[config.mk]
export PLATFORM = sky130hd
export DESIGN_NAME = dis_pal_pattern_gen
export DESIGN_NICKNAME = d
export VERILOG_FILES = /design/src/rtl/dis_pal_pkg.sv /design/src/rtl/dis_pal_pattern_pixel.sv /design/src/rtl/dis_pal_pattern_gen.sv
export SDC_FILE = /design/constraint.sdc
export NUM_CORES = 1
export LEC_CHECK = 0
export CAP_MARGIN = 20
export CORE_ASPECT_RATIO = 0.7
export CORE_MARGIN = 4
export CORE_UTILIZATION = 60
export DETAILED_ROUTE_END_ITERATION = 10
export PLACE_DENSITY = 0.86
export SYNTH_ARGS = -nofsm -noshare
export SYNTH_HDL_FRONTEND = slang
export SYNTH_HIERARCHICAL = 1
export SYNTH_SLANG_ARGS = --single-unit
[constraint.sdc]
create_clock -name vst_clk -period 7.15 [get_ports vst_clk]
set_clock_uncertainty 0.05 [all_clocks]
set_input_delay 1.43 -clock vst_clk [delete_from_list [all_inputs] [get_ports vst_clk]]
set_output_delay 1.43 -clock vst_clk [all_outputs]
set_load 0.01 [all_outputs]
[src/rtl/dis_pal_pkg.sv]
// Shared constants for the PAL test-pattern source: packet types, FSM states
// and the pattern selector codes.
package dis_pal_pkg;

  localparam logic [3:0] PKT_CTRL  = 4'hF;
  localparam logic [3:0] PKT_VIDEO = 4'h0;

  typedef enum logic [2:0] {
    ST_IDLE     = 3'd0,
    ST_CTRL_HDR = 3'd1,
    ST_CTRL_DAT = 3'd2,
    ST_VID_HDR  = 3'd3,
    ST_VID_PIX  = 3'd4
  } state_e;

  typedef enum logic [1:0] {
    PAT_BARS  = 2'd0,
    PAT_RAMP  = 2'd1,
    PAT_CHECK = 2'd2,
    PAT_FLAT  = 2'd3
  } pattern_e;

endpackage

[src/rtl/dis_pal_pattern_pixel.sv]
// Combinational pixel value for one coordinate of the selected test pattern.
// Counters and sequencing live in the top; this block only maps position to value.
module dis_pal_pattern_pixel
  import dis_pal_pkg::*;
#(
  parameter int DATA_WIDTH = 10,
  parameter int CHECK_LOG2 = 5
) (
  input  pattern_e              pattern_i,
  input  logic [15:0]           cnt_x_i,
  input  logic [15:0]           cnt_y_i,
  input  logic [2:0]            bar_idx_i,
  input  logic [DATA_WIDTH-1:0] flat_value_i,
  output logic [DATA_WIDTH-1:0] pixel_o
);

  logic checkBit;

  // Square parity: bit 0 of the xor of both cell indices.
  assign checkBit = |(((cnt_x_i ^ cnt_y_i) >> CHECK_LOG2) & 16'd1);

  always_comb begin
    pixel_o = '0;
    case (pattern_i)
      PAT_BARS:  pixel_o = DATA_WIDTH'(3'd7 - bar_idx_i) << (DATA_WIDTH - 3);
      PAT_RAMP:  pixel_o = DATA_WIDTH'(cnt_x_i);
      PAT_CHECK: pixel_o = checkBit ? {DATA_WIDTH{1'b1}} : '0;
      PAT_FLAT:  pixel_o = flat_value_i;
      default:   pixel_o = '0;
    endcase
  end

endmodule

[src/rtl/dis_pal_pattern_gen.sv]
// Avalon-ST Video test-pattern source: endless control + video packet pairs
// for the PAL display path, with a completed-frame counter.
module dis_pal_pattern_gen
  import dis_pal_pkg::*;
#(
  parameter int         DATA_WIDTH       = 10,
  parameter int         IM_WIDTH         = 720,
  parameter int         IM_HEIGHT        = 576,
  parameter logic [3:0] INTERLACE_NIBBLE = 4'h0,
  parameter int         CHECK_LOG2       = 5
) (
  input  logic                  vst_clk,
  input  logic                  vst_rst_n,
  input  logic                  enable,
  input  logic [1:0]            pattern_sel,
  input  logic [DATA_WIDTH-1:0] flat_value,
  output logic [DATA_WIDTH-1:0] vst_data,
  output logic                  vst_valid,
  input  logic                  vst_ready,
  output logic                  vst_startofpacket,
  output logic                  vst_endofpacket,
  output logic [15:0]           frame_cnt
);

  localparam logic [15:0] W16      = 16'(IM_WIDTH);
  localparam logic [15:0] H16      = 16'(IM_HEIGHT);
  localparam logic [15:0] X_LAST   = 16'(IM_WIDTH - 1);
  localparam logic [15:0] Y_LAST   = 16'(IM_HEIGHT - 1);
  localparam logic [15:0] BAR_LAST = 16'(IM_WIDTH / 8 - 1);

  state_e                state_q, state_d;
  logic [DATA_WIDTH-1:0] data_q, data_d;
  logic                  valid_q, valid_d;
  logic                  sop_q, sop_d;
  logic                  eop_q, eop_d;
  logic [15:0]           frameCnt_q, frameCnt_d;
  logic [3:0]            nibCnt_q, nibCnt_d;
  logic [15:0]           cntX_q, cntX_d;
  logic [15:0]           cntY_q, cntY_d;
  logic [2:0]            barIdx_q, barIdx_d;
  logic [15:0]           barCnt_q, barCnt_d;
  pattern_e              pat_q, pat_d;
  logic [DATA_WIDTH-1:0] flat_q, flat_d;

  logic [15:0]           nextX, nextY, nextBarCnt;
  logic [2:0]            nextBar;
  logic [DATA_WIDTH-1:0] nextPixel;
  logic                  accept;
  logic                  launch;

  assign accept = valid_q & vst_ready;

  function automatic logic [3:0] ctrlNibble(input logic [3:0] idx);
    case (idx)
      4'd0:    ctrlNibble = W16[15:12];
      4'd1:    ctrlNibble = W16[11:8];
      4'd2:    ctrlNibble = W16[7:4];
      4'd3:    ctrlNibble = W16[3:0];
      4'd4:    ctrlNibble = H16[15:12];
      4'd5:    ctrlNibble = H16[11:8];
      4'd6:    ctrlNibble = H16[7:4];
      4'd7:    ctrlNibble = H16[3:0];
      default: ctrlNibble = INTERLACE_NIBBLE;
    endcase
  endfunction

  // Position of the pixel that follows the current beat; the video header
  // is followed by the origin.
  always_comb begin
    nextX      = '0;
    nextY      = '0;
    nextBar    = '0;
    nextBarCnt = '0;
    if (state_q == ST_VID_PIX) begin
      if (cntX_q == X_LAST) begin
        nextY = cntY_q + 16'd1;
      end else begin
        nextX = cntX_q + 16'd1;
        nextY = cntY_q;
        if (barCnt_q == BAR_LAST) begin
          nextBarCnt = '0;
          nextBar    = (barIdx_q == 3'd7) ? 3'd7 : barIdx_q + 3'd1;
        end else begin
          nextBarCnt = barCnt_q + 16'd1;
          nextBar    = barIdx_q;
        end
      end
    end
  end

  dis_pal_pattern_pixel #(
    .DATA_WIDTH (DATA_WIDTH),
    .CHECK_LOG2 (CHECK_LOG2)
  ) u_pixel (
    .pattern_i    (pat_q),
    .cnt_x_i      (nextX),
    .cnt_y_i      (nextY),
    .bar_idx_i    (nextBar),
    .flat_value_i (flat_q),
    .pixel_o      (nextPixel)
  );

  // Output registers only move on accept (or on leaving IDLE), so a stalled
  // beat is held untouched.
  always_comb begin
    state_d    = state_q;
    data_d     = data_q;
    valid_d    = valid_q;
    sop_d      = sop_q;
    eop_d      = eop_q;
    frameCnt_d = frameCnt_q;
    nibCnt_d   = nibCnt_q;
    cntX_d     = cntX_q;
    cntY_d     = cntY_q;
    barIdx_d   = barIdx_q;
    barCnt_d   = barCnt_q;
    pat_d      = pat_q;
    flat_d     = flat_q;
    launch     = 1'b0;

    case (state_q)
      ST_IDLE: begin
        launch = enable;
      end
      ST_CTRL_HDR: begin
        if (accept) begin
          state_d  = ST_CTRL_DAT;
          nibCnt_d = '0;
          data_d   = DATA_WIDTH'(ctrlNibble(4'd0));
          sop_d    = 1'b0;
          eop_d    = 1'b0;
        end
      end
      ST_CTRL_DAT: begin
        if (accept) begin
          if (nibCnt_q == 4'd8) begin
            state_d = ST_VID_HDR;
            data_d  = DATA_WIDTH'(PKT_VIDEO);
            sop_d   = 1'b1;
            eop_d   = 1'b0;
          end else begin
            nibCnt_d = nibCnt_q + 4'd1;
            data_d   = DATA_WIDTH'(ctrlNibble(nibCnt_q + 4'd1));
            eop_d    = (nibCnt_q + 4'd1 == 4'd8);
          end
        end
      end
      ST_VID_HDR, ST_VID_PIX: begin
        if (accept) begin
          if (state_q == ST_VID_PIX && eop_q) begin
            frameCnt_d = frameCnt_q + 16'd1;
            if (enable) begin
              launch = 1'b1;
            end else begin
              state_d = ST_IDLE;
              data_d  = '0;
              valid_d = 1'b0;
              sop_d   = 1'b0;
              eop_d   = 1'b0;
            end
          end else begin
            state_d  = ST_VID_PIX;
            cntX_d   = nextX;
            cntY_d   = nextY;
            barIdx_d = nextBar;
            barCnt_d = nextBarCnt;
            data_d   = nextPixel;
            sop_d    = 1'b0;
            eop_d    = (nextX == X_LAST) && (nextY == Y_LAST);
          end
        end
      end
      default: begin
        state_d = ST_IDLE;
        valid_d = 1'b0;
      end
    endcase

    if (launch) begin
      state_d = ST_CTRL_HDR;
      data_d  = DATA_WIDTH'(PKT_CTRL);
      valid_d = 1'b1;
      sop_d   = 1'b1;
      eop_d   = 1'b0;
      pat_d   = pattern_e'(pattern_sel);
      flat_d  = flat_value;
    end
  end

  always_ff @(posedge vst_clk or negedge vst_rst_n) begin
    if (!vst_rst_n) begin
      state_q    <= ST_IDLE;
      data_q     <= '0;
      valid_q    <= 1'b0;
      sop_q      <= 1'b0;
      eop_q      <= 1'b0;
      frameCnt_q <= '0;
      nibCnt_q   <= '0;
      cntX_q     <= '0;
      cntY_q     <= '0;
      barIdx_q   <= '0;
      barCnt_q   <= '0;
      pat_q      <= PAT_BARS;
      flat_q     <= '0;
    end else begin
      state_q    <= state_d;
      data_q     <= data_d;
      valid_q    <= valid_d;
      sop_q      <= sop_d;
      eop_q      <= eop_d;
      frameCnt_q <= frameCnt_d;
      nibCnt_q   <= nibCnt_d;
      cntX_q     <= cntX_d;
      cntY_q     <= cntY_d;
      barIdx_q   <= barIdx_d;
      barCnt_q   <= barCnt_d;
      pat_q      <= pat_d;
      flat_q     <= flat_d;
    end
  end

  assign vst_data          = data_q;
  assign vst_valid         = valid_q;
  assign vst_startofpacket = sop_q;
  assign vst_endofpacket   = eop_q;
  assign frame_cnt         = frameCnt_q;

endmodule

==> qor.yml <==
floorplan:
  std_cell_rows: 29
  dieHeight_um: 90.2
  floorplan.initialDensity_pct: 62.6
  number_of_top_level_pins: 45
  dieArea_um2: 11300
  core_region_area_um2: 9250
  die_width_um: 125
sta:
  totalNegativeSetupSlack_ns: 0
  finalWorstSetupSlack_ns: 3.27
  final_min_period_over_clock_period_pct: 54.3
  relSlewSlack_pct: 45.3
  final_hold_viol_count: 0
  final-max-slew-violation-count: 0
  layout_min_cycle_time_ns: 3.88
  setup-violations-final: 0
  max_slew.worst_pin.slew_ns: 0.819
  fmaxAchievable_ghz: 0.258
  grt_setup_unrepaired: "false"
clocking:
  clock_tree.htree_level_count: 3
  root_buffer: "sky130_fd_sc_hd__clkbuf_16"
  post_cts_resize_count: 0
  post-cts-setup-buffers: 0
  cts_max_path_buffers: 2
  cts_hold_buf: 0
  cts_tree: "done"
  numCtsBuffers: 9
  worstSkewPairLatency_ns: 0.34
  cts.clk_slew.worst_paths_ns: 0.07
  cts_sinks: 99
route:
  drt_iter0_markers: 385
  dr_wl_met3_um: 827
  antenna_violating_nets_post_route: 0
  routedLengthMet1_mm: 5.85
  route.final.wire_length_mm: 12.9
  routedWlPerCell_um: 16.7
  drc: 0
  first_pass_iters: 5
  met2RoutedLength_mm: 6.05
  vias: 4741
  highest-signal-layer: "met4"
  routed_via_density: 6.11
final_layout:
  area_growth_from_synthesis_to_final_layout_pct: 13.0
  final_area_um2: 6550
  design.final.nets: 674
  final_core_util_pct: 70.7
  final_layout_size_suffix_gt1_share_pct: 11.7
  antennaDiodeCount: 0
worst_setup_path:
  timing.critical_path.cells: "nor4_1 > nand4_1 > nand2_1 > nor2_1 > or4_1 > or4_1 > o31ai_2"
  cp.required_ns: 7.36
  worst_ep_arrival_time_ns: 4.09
  worst_setup_path_end_kind: "flop"
  path_max_fanout: 24
  cp_slowest_stage_delay_ns: 0.81
  timing.critical_path.from_type: "flop"
  cp_common_cell: "sky130_fd_sc_hd__or4_1"
  r2r_cells: 7
  timing.critical_path.slowest_stage_cell: "sky130_fd_sc_hd__nand2_1"
  path_class: "flop to flop"
pwr:
  p_total_mw: 1.13
  ir_worst_vdd_mv: 0.148
  leakage_nw: 2.89
  pwr_per_cell_area_nw_per_um2: 173
synthesis:
  mappedNetlistArea_um2: 5790
  synth_nets: 651
  ys.warnings.count: 6
  avgSynthCellArea_um2: 9.28
  synthesis.instances: 624
hold_path:
  min-delay-path-class: "flop to flop"
  worst_hold_path.num_cells: 1
global_route:
  gr-total-overflow: 0
  grt_first_pass_wirelength_mm: 22.0
  grt_util_all_layers_pct: 23.2
  grt_max_degree: 66
  first_global_vias: 4660
  antenna_found_initial: 0
run_status:
  run_status: "finished clean"
placement:
  placement.cell_area_um2: 6200
  place.detailed.hpwl_mm: 8.90
  portBuffers: 44
  final_weighted_congestion_of_routability_driven_global_placement: 0.896
  dpl_worst_slack_ns: 3.09
run:
  max_cap_violations: 0
==> layout make-up <==
type                    count  area [um2]
well taps                 124         155
flip-flops and latches     99        2480
inverters                  13        50.0
fillers                   659        2710
clock buffers              11         243
multi-input cells         477        3060
repair buffers             47         460
clock inverters             5         100
==> layout by cell type (no fill, tap or decap), types with 3 or more instances in the layout <==
cell type                          n
sky130_fd_sc_hd__ha_1             11
sky130_fd_sc_hd__a21o_1            3
sky130_fd_sc_hd__nor4_1           11
sky130_fd_sc_hd__inv_1            12
sky130_fd_sc_hd__or4_1             4
sky130_fd_sc_hd__and3_1           12
sky130_fd_sc_hd__nor2b_1           3
sky130_fd_sc_hd__dfrtp_1          99
sky130_fd_sc_hd__clkdlybuf4s50_1  43
sky130_fd_sc_hd__buf_4             4
sky130_fd_sc_hd__o21ai_0          29
sky130_fd_sc_hd__nand4_1          16
sky130_fd_sc_hd__nor2_1           59
sky130_fd_sc_hd__a21o_2            4
sky130_fd_sc_hd__and2_1            4
sky130_fd_sc_hd__nand2_1          94
sky130_fd_sc_hd__xor2_1           23
sky130_fd_sc_hd__or3_1             7
sky130_fd_sc_hd__o21ai_1           9
sky130_fd_sc_hd__nand3_1          27
sky130_fd_sc_hd__mux2_2           35
sky130_fd_sc_hd__o31ai_1          18
sky130_fd_sc_hd__xnor2_1          30
sky130_fd_sc_hd__a21oi_1          20
sky130_fd_sc_hd__clkbuf_16         9
sky130_fd_sc_hd__nand2b_1          5
sky130_fd_sc_hd__a32oi_1           3
sky130_fd_sc_hd__bufinv_16         3
sky130_fd_sc_hd__nor3_1            8
==> path summary, 6_finish.rpt <==
| path | slack [ns] | startpoint | to |
|---|---|---|---|
| max in group asynchronous | 4.90 | vst_rst_n | barCnt_q[7]$_DFFE_PN0P_ |
| worst max register to register | 3.27 | cntX_q[10]$_DFFE_PN0P_ | vst_endofpacket$_DFFE_PN0P_ |
| worst min register to register | 0.43 | frame_cnt[15]$_DFFE_PN0P_ | frame_cnt[15]$_DFFE_PN0P_ |
| min in group asynchronous | 0.97 | vst_rst_n | frame_cnt[14]$_DFFE_PN0P_ |
| worst max-delay path | 3.27 | cntX_q[10]$_DFFE_PN0P_ | vst_endofpacket$_DFFE_PN0P_ |
| worst min-delay path | 0.43 | frame_cnt[15]$_DFFE_PN0P_ | frame_cnt[15]$_DFFE_PN0P_ |
==> power breakdown <==
| part | switching (mW) | leakage, nW | internal (mW) |
|---|---|---|---|
| sequential | 0 | 1.37 | 0.560 |
| combinational | 0.0124 | 1.35 | 0.00759 |
| clock | 0.203 | 0.169 | 0.350 |
| total | 0.216 | 2.89 | 0.918 |
==> per-layer routing <==
layer | up-vias | track usage [%]
met5 | - | 0
met4 | 0 | 6.41
met3 | 26 | 5.92
met2 | 188 | 36.9
met1 | 2286 | 31.6
li1 | 2241 | -
==> state kept, by name, indices dropped and copies added, names as in the netlist <==
signal / flops
vst_data: 10
vst_valid: 1
nibCnt_q: 4
barCnt_q: 16
cntY_q: 16
flat_q: 10
vst_endofpacket: 1
state_q: 3
cntX_q: 16
vst_startofpacket: 1
frame_cnt: 16
barIdx_q: 3
pat_q: 2
==> critical path, delay by kind of cell (launching register included) <==
| kind | cells | cell delay, ns |
|---|---|---|
| AO/OA/AOI/OAI | 1 | 0.24 |
| flip-flops | 1 | 0.46 |
| AND/OR/NAND/NOR | 6 | 3.04 |
==> metrics by stage <==
stage	hold WS, ns	instances
global placement	0.408	760
global route	0.472	776
floorplan	0.402	624
detailed placement	0.422	760
finish	0.430	776
CTS	0.433	776
Note: power is estimated with default switching activity, not from simulation.
